<file path="src/rtl/uncrop_pad.sv">
// Places a cropped raster image back into a larger frame, emitting PAD_VALUE outside the window.
// Optional macro UNCROP_FRAME_TAGS_EN adds registered start-of-frame / end-of-line tags.
module uncrop_pad #(
  parameter int PIXEL_BIT_WIDTH = 12,
  parameter int IN_ROWS         = 20,
  parameter int IN_COLS         = 20,
  parameter int OUT_ROWS        = 40,
  parameter int OUT_COLS        = 40,
  parameter int Y_1             = 10,
  parameter int X_1             = 10,
  parameter int PAD_VALUE       = 0
) (
  input  logic                       clk,
  input  logic                       reset,
  input  logic [PIXEL_BIT_WIDTH-1:0] pixel_in,
  input  logic                       in_valid,
  output logic                       in_ready,
  output logic [PIXEL_BIT_WIDTH-1:0] pixel_out,
  output logic                       out_valid,
  input  logic                       out_ready
`ifdef UNCROP_FRAME_TAGS_EN
  ,
  output logic                       out_sof,
  output logic                       out_eol
`endif
);

  localparam int XW = $clog2(OUT_COLS) + 1;
  localparam int YW = $clog2(OUT_ROWS) + 1;
  localparam logic [XW-1:0] X_LO   = XW'(X_1);
  localparam logic [XW-1:0] X_SPAN = XW'(IN_COLS);
  localparam logic [XW-1:0] X_MAX  = XW'(OUT_COLS - 1);
  localparam logic [YW-1:0] Y_LO   = YW'(Y_1);
  localparam logic [YW-1:0] Y_SPAN = YW'(IN_ROWS);
  localparam logic [YW-1:0] Y_MAX  = YW'(OUT_ROWS - 1);
  localparam logic [PIXEL_BIT_WIDTH-1:0] PAD = PIXEL_BIT_WIDTH'(PAD_VALUE);

  generate
    if ((Y_1 + IN_ROWS > OUT_ROWS) || (X_1 + IN_COLS > OUT_COLS)) begin : g_bad_window
      $error("uncrop_pad: crop window does not fit inside the output frame");
    end
  endgenerate

  logic [XW-1:0]              r_x;
  logic [YW-1:0]              r_y;
  logic [PIXEL_BIT_WIDTH-1:0] r_pix;
  logic                       r_vld;
  logic [XW-1:0]              w_dx;
  logic [YW-1:0]              w_dy;
  logic                       w_inside;
  logic                       w_room;
  logic                       w_load;

  // Counters carry one spare bit, so a coordinate left of the window wraps to a
  // difference >= the frame size and a single unsigned compare covers both edges.
  assign w_dx     = r_x - X_LO;
  assign w_dy     = r_y - Y_LO;
  assign w_inside = (w_dx < X_SPAN) && (w_dy < Y_SPAN);
  assign w_room   = !r_vld || out_ready;
  assign w_load   = w_room && (!w_inside || in_valid);
  assign in_ready = reset && w_inside && w_room;

  assign pixel_out = r_pix;
  assign out_valid = r_vld;

  always_ff @(posedge clk or negedge reset) begin
    if (!reset) begin
      r_x   <= '0;
      r_y   <= '0;
      r_pix <= '0;
      r_vld <= 1'b0;
    end else if (w_load) begin
      r_pix <= w_inside ? pixel_in : PAD;
      r_vld <= 1'b1;
      if (r_x == X_MAX) begin
        r_x <= '0;
        r_y <= (r_y == Y_MAX) ? '0 : r_y + 1'b1;
      end else begin
        r_x <= r_x + 1'b1;
      end
    end else if (out_ready) begin
      r_vld <= 1'b0;
    end
  end

`ifdef UNCROP_FRAME_TAGS_EN
  logic r_sof;
  logic r_eol;

  always_ff @(posedge clk or negedge reset) begin
    if (!reset) begin
      r_sof <= 1'b0;
      r_eol <= 1'b0;
    end else if (w_load) begin
      r_sof <= (r_x == '0) && (r_y == '0);
      r_eol <= (r_x == X_MAX);
    end
  end

  assign out_sof = r_sof;
  assign out_eol = r_eol;
`endif

endmodule

</file>
<file path="config.mk">
export PLATFORM = sky130hd
export DESIGN_NAME = uncrop_pad
export DESIGN_NICKNAME = d
export VERILOG_FILES = /design/src/rtl/uncrop_pad.sv
export SDC_FILE = /design/constraint.sdc
export NUM_CORES = 1
export LEC_CHECK = 0
export ABC_AREA = 1
export CORE_MARGIN = 2
export CORE_UTILIZATION = 53
export CTS_BUF_LIST = sky130_fd_sc_hd__clkbuf_8
export DETAILED_ROUTE_END_ITERATION = 8
export GPL_ROUTABILITY_DRIVEN = 0
export GPL_TIMING_DRIVEN = 1
export PLACE_DENSITY = 0.87
export SYNTH_ARGS = -nofsm -noshare
export SYNTH_HDL_FRONTEND = slang
export SYNTH_SLANG_ARGS = --single-unit
export TNS_END_PERCENT = 5
</file>
<file path="constraint.sdc">
create_clock -name clk -period 2.3 [get_ports clk]
set_clock_uncertainty 0.15 [all_clocks]
set_input_delay 0.23 -clock clk [delete_from_list [all_inputs] [get_ports clk]]
set_output_delay 0.23 -clock clk [all_outputs]
set_load 0.005 [all_outputs]
</file>
# --- Yosys cells after proc, flatten, opt, wreduce, memory -nomap -nowiden ---
# Cells that the tools add are included.
word_totals:
  regBits: 27
  latchBits: 0
  ramBits: 0
  romBits: 0
  output_inout_bits: 14
  word_cells: 27
  memories: 0
classes:
  n_addsub: 4
  multipliers: 0
  div_mod_pow: 0
  n_lt_le_gt_ge: 2
  n_eq_ne: 2
  shifts: 0
  mux: 5
  bitwise: 0
  n_reduce_logical: 10
op_table:
  columns: ["op", "n"]
  rows:
  - ["adder 7 x 1 -> 7 bit (second input constant)", 2]
  - ["equality test 7 x 6 -> 1 bit (second input constant)", 2]
  - ["less-than comparator 7 x 5 -> 1 bit (second input constant)", 2]
  - ["two-way mux 7 bit", 2]
  - ["subtractor 7 x 4 -> 7 bit (second input constant)", 2]
  - ["two-way mux 12 bit", 1]
  - ["logical AND 1 bit", 4]
  - ["zero test 1 bit", 2]
  - ["logical OR 1 bit", 2]
  - ["two-way mux 1 bit", 2]
  - ["AND reduction 2 bit", 1]
  - ["nonzero test 2 bit", 1]

# --- Depth between registers and ports, before layout ---
# Gate-level depths: netlist of run 1.
logic_depth:
  ltp_word: 7
  depth_mapped: 15
  mapped_depth_nobuf: 14

# --- Worst setup path after synthesis of run 1 ---
# OpenSTA, ideal clock, no wires.
synth_timing:
  kind: "register -> output"
  start: "register r_x[2]"
  end: "output port in_ready"
  arrival_ns: 1.409
  setup_slack_ns: 0.511
  stages_incl_launch_ff: 11
  n_path_buf: 0
  path_cell_list: "dfrtp_1 inv_1 ha_1 inv_1 nand2_1 nand3_1 nand3_1 nand2_1 nor2_2 and2_2 and3_1"
synth_between:
  elab_chain_len: 5
synth_lines:
  columns: ["element", "line_no", "rtl"]
  rows:
  - ["start: declaration", "44", "logic [XW-1:0] r_x;"]
  - ["start signal: assignment", "79", "r_x <= r_x + 1'b1;"]
  - ["subtractor 7 x 4 -> 7 bit", "56", "assign w_dx = r_x - X_LO;"]
  - ["less-than comparator 7 x 5 -> 1 bit", "58", "assign w_inside = (w_dx < X_SPAN) && (w_dy < Y_SPAN);"]
  - ["logical AND 1 bit", "58", null]
  - ["logical AND 1 bit (2 in series)", "61", "assign in_ready = reset && w_inside && w_room;"]
  - ["end: declaration", "17", "output logic in_ready,"]
# No other way between the ends.

# --- Worst setup path after layout of run 1 ---
layout_timing:
  start: "register r_y[2]"
  end: "output port in_ready"
layout_between:
  elab_chain_len: 5
layout_lines:
  columns: ["element", "line_no", "rtl"]
  rows:
  - ["start: declaration", "45", "logic [YW-1:0] r_y;"]
  - ["start signal: assignment", "77", "r_y <= (r_y == Y_MAX) ? '0 : r_y + 1'b1;"]
  - ["subtractor 7 x 4 -> 7 bit", "57", "assign w_dy = r_y - Y_LO;"]
  - ["less-than comparator 7 x 5 -> 1 bit", "58", null]
  - ["logical AND 1 bit", "58", null]
  - ["logical AND 1 bit (2 in series)", "61", null]
# No other way between the ends.

==> flow_metrics.env, run 1 <==
export IMPL_synth_top_area_share_pct=40.39
export IMPL_grt_max_degree=28
export IMPL_slew_viol_final=0
export IMPL_row_count=20
export IMPL_synth_top_family_by_area="simple AND/OR/NAND/NOR gates"
export IMPL_ys_async_sr_fraction_pct=100.0
export IMPL_worstSkewPairLatency_ps=280
export IMPL_synth_top_area_cell="dfrtp_1"
export IMPL_crit_path_cell_trace="inv_2 -> ha_4 -> nand3_1 -> nand3_1 -> nand2_1 -> nor2_2 -> and2_2 -> and3_1 -> buf_2"
export IMPL_worst_pin_slew_ps=326.8
export IMPL_drt_pass1_iter_count=4
export IMPL_critPathSlowestCell="dfrtp_1"
export IMPL_multi_input_area_sq_um=864.6
export IMPL_cts_buffers=3
export IMPL_grtUsageTotal_pct=22.42
export IMPL_p_total_mw=1.416
export IMPL_synth_area_leaders="dfrtp_1 40%, nand2_1 18%, nand4_1 7.5%"
export IMPL_yosysSeqAreaShare_pct=40.39
export IMPL_worstPathArrival_ps=1790
export IMPL_drtIter0Drc=49
export IMPL_ir_drop_v=0.0004982
export IMPL_ant_nets=0
export IMPL_postCtsHoldBufs=0
export IMPL_crit_type="reg2out"
export IMPL_p_per_area_mw_per_mm2=668.7
export IMPL_cts_root_buf="clkbuf_8"
export IMPL_cts_tree="done"
export IMPL_die_w_um=60.18
export IMPL_syn_cell_area_sq_mm=0.001673
export IMPL_wl_per_cell_um=11.99
export IMPL_setup_violations=0
export IMPL_port_buffers=29
export IMPL_htreeDepth=1
export IMPL_rsz0062_at_grt="false"
export IMPL_drc=0
export IMPL_regArea_sq_um=676.9
export IMPL_pre_cts_slack_ps=-22.46
export IMPL_status="finished, final reports clean"
export IMPL_clkSinkCount=27
export IMPL_synth_area_per_cell_sq_um=7.674
export IMPL_switching_share_pct=37.39
export IMPL_combPwrFrac_pct=37.7
export IMPL_critPathLaunchType="flop"
export IMPL_dp_hpwl_um=2595
export IMPL_r2r_slack_ps=260
export IMPL_synth_compound_area_share_pct=3.889
export IMPL_synthFlopType="dfrtp_1"
export IMPL_layout_commonest_cell="nand2_1"
export IMPL_clock_path_buffers=2
export IMPL_seqPwrFrac_pct=43.3
export IMPL_antenna_found_initial=0
export IMPL_max_clock_freq_mhz=460.7
export IMPL_max_slew_margin_pct=78.01
export IMPL_drt_total_wl_um=3609
export IMPL_finalNonFillerCells=301
export IMPL_antennaDiodeCount=0
export IMPL_finalCriticalPeriod_ps=2170
export IMPL_vias_per_cell=5.153
export IMPL_hold_viol=0
export IMPL_core_area_sq_mm=0.003028
export IMPL_syn_inst=218
export IMPL_dp_cells=295
export IMPL_internal_power_mw=0.8868
export IMPL_yosys_warnings=0
export IMPL_synth_fa_ha_area_share_pct=4.488
export IMPL_synthMuxAreaShare_pct=0
export IMPL_io_pins=30
export IMPL_ys_types=29
export IMPL_final_cell_mix="79 x nand2_1, 28 x clkdlybuf4s50_1, 26 x dfrtp_1"
export IMPL_num_vias=1551
export IMPL_hp_class="in2async"
export IMPL_grt_pass1_wl_um=6147
export IMPL_nNetsFinal=280
export IMPL_worst_slack_ps=129.6
export IMPL_area_growth_pct=26.63
export IMPL_utilization_pct=69.96
export IMPL_worst_path_most_repeated_cell="nand3_1"
export IMPL_clkSlewWorstSetupHoldPaths_ps=90
export IMPL_synth_edf_count=0
export IMPL_p_switching_mw=0.5296
export IMPL_synth_seq_cells=27
export IMPL_synth_fp_nets=240
export IMPL_hold_slack_ps=213.4
export IMPL_fill_cells=225
export IMPL_layout_worst_path_cycle_share_pct=94.37
export IMPL_end_kind="primary output"
export IMPL_worstPathRequired_ps=1920
export IMPL_overflow=0
export IMPL_p_clk_share_pct=19.1
export IMPL_synth_simple_area_share_pct=39.04
export IMPL_grt_pass1_vias=1434
export IMPL_p_leak_nw=1.069
export IMPL_die_h_um=60.18
export IMPL_yosys_area_share_xor_xnor_pct=3.141
export IMPL_critical_path_max_stage_delay_ps=410
export IMPL_start_util_pct=55.25
export IMPL_drive_gt1_share_pct=14.40
export IMPL_cap_viol_max_count=0
export IMPL_crit_fanout=3
export IMPL_die_area_sq_mm=0.003622
[sequential cells by signal, indices dropped and copies added, names as in the netlist]
register and count:
pixel_out 12, r_x 7, r_y 7, out_valid 1
[cell families (layout without fill, tap and decap cells)]
family,count (synthesis),in the layout
flops,27,27
buf+inv,31,70
compound gates,13,13
simple gates,135,135
xor+xnor,6,6
fa+ha+maj,6,6
[metrics by stage]
| stage | setup TNS [ps] | cell area, sq um |
|---|---|---|
| after floorplan | 0 | 1673 |
| after global placement | 0 | 2043 |
| after detailed placement | -22.46 | 2043 |
| after CTS | 0 | 2107 |
| after global routing | 0 | 2118 |
| final | 0 | 2118 |
[cells in the mapped netlist (2+ instances only)]
library cell and count:
buf_8 2, clkbuf_1 2, dfrtp_1 27, ha_1 6, inv_1 21, inv_2 2
nand2_1 79, nand2_2 2, nand3_1 14, nand4_1 20, nor2_1 9, nor2_2 2
nor4_1 2, o21ai_0 10, o21ai_1 2, xor2_1 5
[critical path: cells and delay by family (launching register included)]
family	cells	cell delay (ps)
fa+ha+maj	1	260
flops	1	410
buf+inv	2	190
simple gates	6	650
[path summary, 6_finish.rpt]
path / startpoint / to / depth (start not counted)
max in group asynchronous: reset / r_x[3] / 2
min in group clk: pixel_out[8] / pixel_out[8] / 2
worst max register to register: r_y[2] / r_y[5] / 15
worst min-delay path: reset / pixel_out[10] / 2
worst max-delay path: r_y[2] / in_ready / 9
worst min register to register: pixel_out[8] / pixel_out[8] / 2
[per-layer routing]
metal | wire length (um) | vias up | part of all wire [%] | track usage (%)
met2 | 1746 | 42 | 48 | 36.80
met3 | 140 | 7 | 3.9 | 3.247
met1 | 1658 | 706 | 46 | 29.53
met5 | 0 | - | 0 | 0
met4 | 63 | 0 | 1.7 | 9.206
li1 | - | 796 | - | -
[power groups by stage]
stage	combinational, mW	sequential [mW]	clock [mW]
floorplan	0.386	0.609	0
global placement	0.488	0.621	0
detailed placement	0.504	0.622	0
CTS	0.529	0.608	0.271
global route	0.614	0.623	0.292
finish	0.533	0.613	0.270
[area by class of cell]
cell class / instances / share of cell area, %
Multi-Input combinational cell: 160 / 40.82
Sequential cell: 27 / 31.96
Tap cell: 44 / 2.599
Inverter: 23 / 4.076
Clock inverter: 1 / 0.1772
Clock buffer: 3 / 1.949
Timing Repair Buffer: 43 / 18.43
[timing repair]
item | 4_1_cts | 5_1_grt
setup endpoints to repair | 1 | 1
pin swaps | 0 | 1
gates resized for setup | 5 | 7
hold endpoints to repair | 0 | 0
setup buffers | 2 | 0
No activity file was read; power rests on OpenSTA's default activity.
==> run 2: changes to the inputs <==
PLACE_DENSITY = 0.78   (was 0.87)
==> run 2 against run 1 <==
  * Flip-flop and latch count is the same
  * Total power up 1.3%
  * Largest cell class unchanged
  * Clock power about the same
  * Final area grew 1.2%
  * Combinational power up 6.2%
  * Cell count is 1.7% higher
  * Register-to-register slack improved by 20 ps
  * Sequential share of layout area fell by 0.45 points
  * Worst hold slack improved by 10 ps
  * First-iteration DRC count rose by 51%
  * Highest routed layer unchanged
  * Largest power group unchanged
==> flow_metrics.env, run 2 (same netlist as run 1, synthesis figures left out) <==
export IMPL_status="finished, final reports clean"
export IMPL_setup_violations=0
export IMPL_end_kind="primary output"
export IMPL_cts_buffers=3
export IMPL_ir_drop_v=0.0002991
export IMPL_die_h_um=60.18
export IMPL_use_met3_pct=3.896
export IMPL_core_area_sq_mm=0.003028
export IMPL_dp_cells=298
export IMPL_io_pins=30
export IMPL_finalCriticalPeriod_ps=2192
export IMPL_p_total_mw=1.434
export IMPL_htreeDepth=1
export IMPL_worstPathArrival_ps=1810
export IMPL_busiest_layer="met2"
export IMPL_max_clock_freq_mhz=456.1
export IMPL_rr_worst_depth=15
export IMPL_grtUsageTotal_pct=22.78
export IMPL_grt_pass1_vias=1424
export IMPL_use_met1_pct=29.88
export IMPL_die_w_um=60.18
export IMPL_finalNonFillerCells=306
export IMPL_start_util_pct=55.25
export IMPL_utilization_pct=70.83
export IMPL_hold_slack_ps=223.7
export IMPL_clock_path_buffers=2
export IMPL_drtIter0Drc=74
export IMPL_p_per_area_mw_per_mm2=668.9
export IMPL_clkSlewWorstSetupHoldPaths_ps=90
export IMPL_tns_ps=0
export IMPL_worst_slack_ps=107.5
export IMPL_slew_viol_final=0
export IMPL_drt_pass1_iter_count=4
export IMPL_pre_cts_slack_ps=-17.17
export IMPL_drc=0
export IMPL_row_count=20
export IMPL_die_area_sq_mm=0.003622
export IMPL_nNetsFinal=285
export IMPL_grt_pass1_wl_um=6141
export IMPL_crit_fanout=2
export IMPL_hp_class="in2async"
export IMPL_antennaDiodeCount=0
export IMPL_worst_pin_slew_ps=350.3
export IMPL_num_vias=1569
export IMPL_wl_per_cell_um=12.04
export IMPL_p_leak_nw=1.097
export IMPL_layout_commonest_cell="nand2_1"
export IMPL_vias_per_cell=5.127
export IMPL_cts_tree="done"
export IMPL_drt_total_wl_um=3685
export IMPL_layout_worst_path_cycle_share_pct=95.32
export IMPL_antenna_found_initial=0
export IMPL_critPathLaunchType="flop"
export IMPL_stdcell_area_sq_mm=0.002145
export IMPL_largest_reg_flops=12
export IMPL_cap_viol_max_count=0
export IMPL_crit_type="reg2out"
export IMPL_cts_root_buf="clkbuf_8"
export IMPL_max_slew_margin_pct=76.65
export IMPL_met2_usage_pct=37.89
export IMPL_final_cell_mix="79 x nand2_1, 28 x clkdlybuf4s50_1, 27 x dfrtp_1"
export IMPL_worstSkewPairLatency_ps=280
export IMPL_worstPathRequired_ps=1920
export IMPL_port_buffers=29
export IMPL_ant_nets=0
export IMPL_clkSinkCount=27
export IMPL_hold_viol=0
export IMPL_dp_hpwl_um=2711
export IMPL_placedInstanceArea_sq_mm=0.002066
export IMPL_grt_max_degree=28
export IMPL_area_growth_pct=28.20
export IMPL_overflow=0
export IMPL_drive_gt1_share_pct=14.12
## run 2: critical path, stage by stage (launching register included)
cell      delay (ps)
dfrtp_1          400
inv_1             90
ha_2             180
inv_1             50
nand2_1           70
nand2_1           50
nand2_1           50
nand2_1           50
inv_1             60
nand2_2           60
nor2_4           100
and2_4           150
and3_1           130
clkbuf_2         110
## run 2: path summary, 6_finish.rpt
kind                              start            to  slack, ps
min in group clk           pixel_out[0]  pixel_out[0]        340
setup / recovery                 r_y[1]      in_ready        110
hold / removal                    reset  pixel_out[3]        220
max in group asynchronous         reset        r_x[3]       1520
hold reg to reg            pixel_out[0]  pixel_out[0]        340
setup reg to reg                 r_y[1]        r_y[4]        280
## run 2: final cells by class
type	instances	area, sq um
clock inverter	1	3.754
timing repair buffer	48	427.9
multi-input combinational	160	854.6
fill	246	883.3
sequential	27	675.6
inverter	23	86.33
tap	44	55.05
clock buffer	3	41.29
## run 2: where the power goes
group | switching, mW | internal [mW]
logic | 0.323 | 0.243
clock network | 0.150 | 0.120
registers | 0.0640 | 0.534
## run 2: repair_timing
item                                    4_1_cts  5_1_grt
pin swaps                                     1        0
hold buffers                                  0        0
endpoints found under the setup margin        1        1
setup buffers                                 3        1
resized for setup                             3        4
## run 2: routing by layer
| metal | vias up | part of all wire [%] |
|---|---|---|
| li1 | 792 | - |
| met3 | 4 | 4.6 |
| met2 | 41 | 48 |
| met4 | 0 | 1.4 |
| met1 | 732 | 46 |
| met5 | - | 0 |
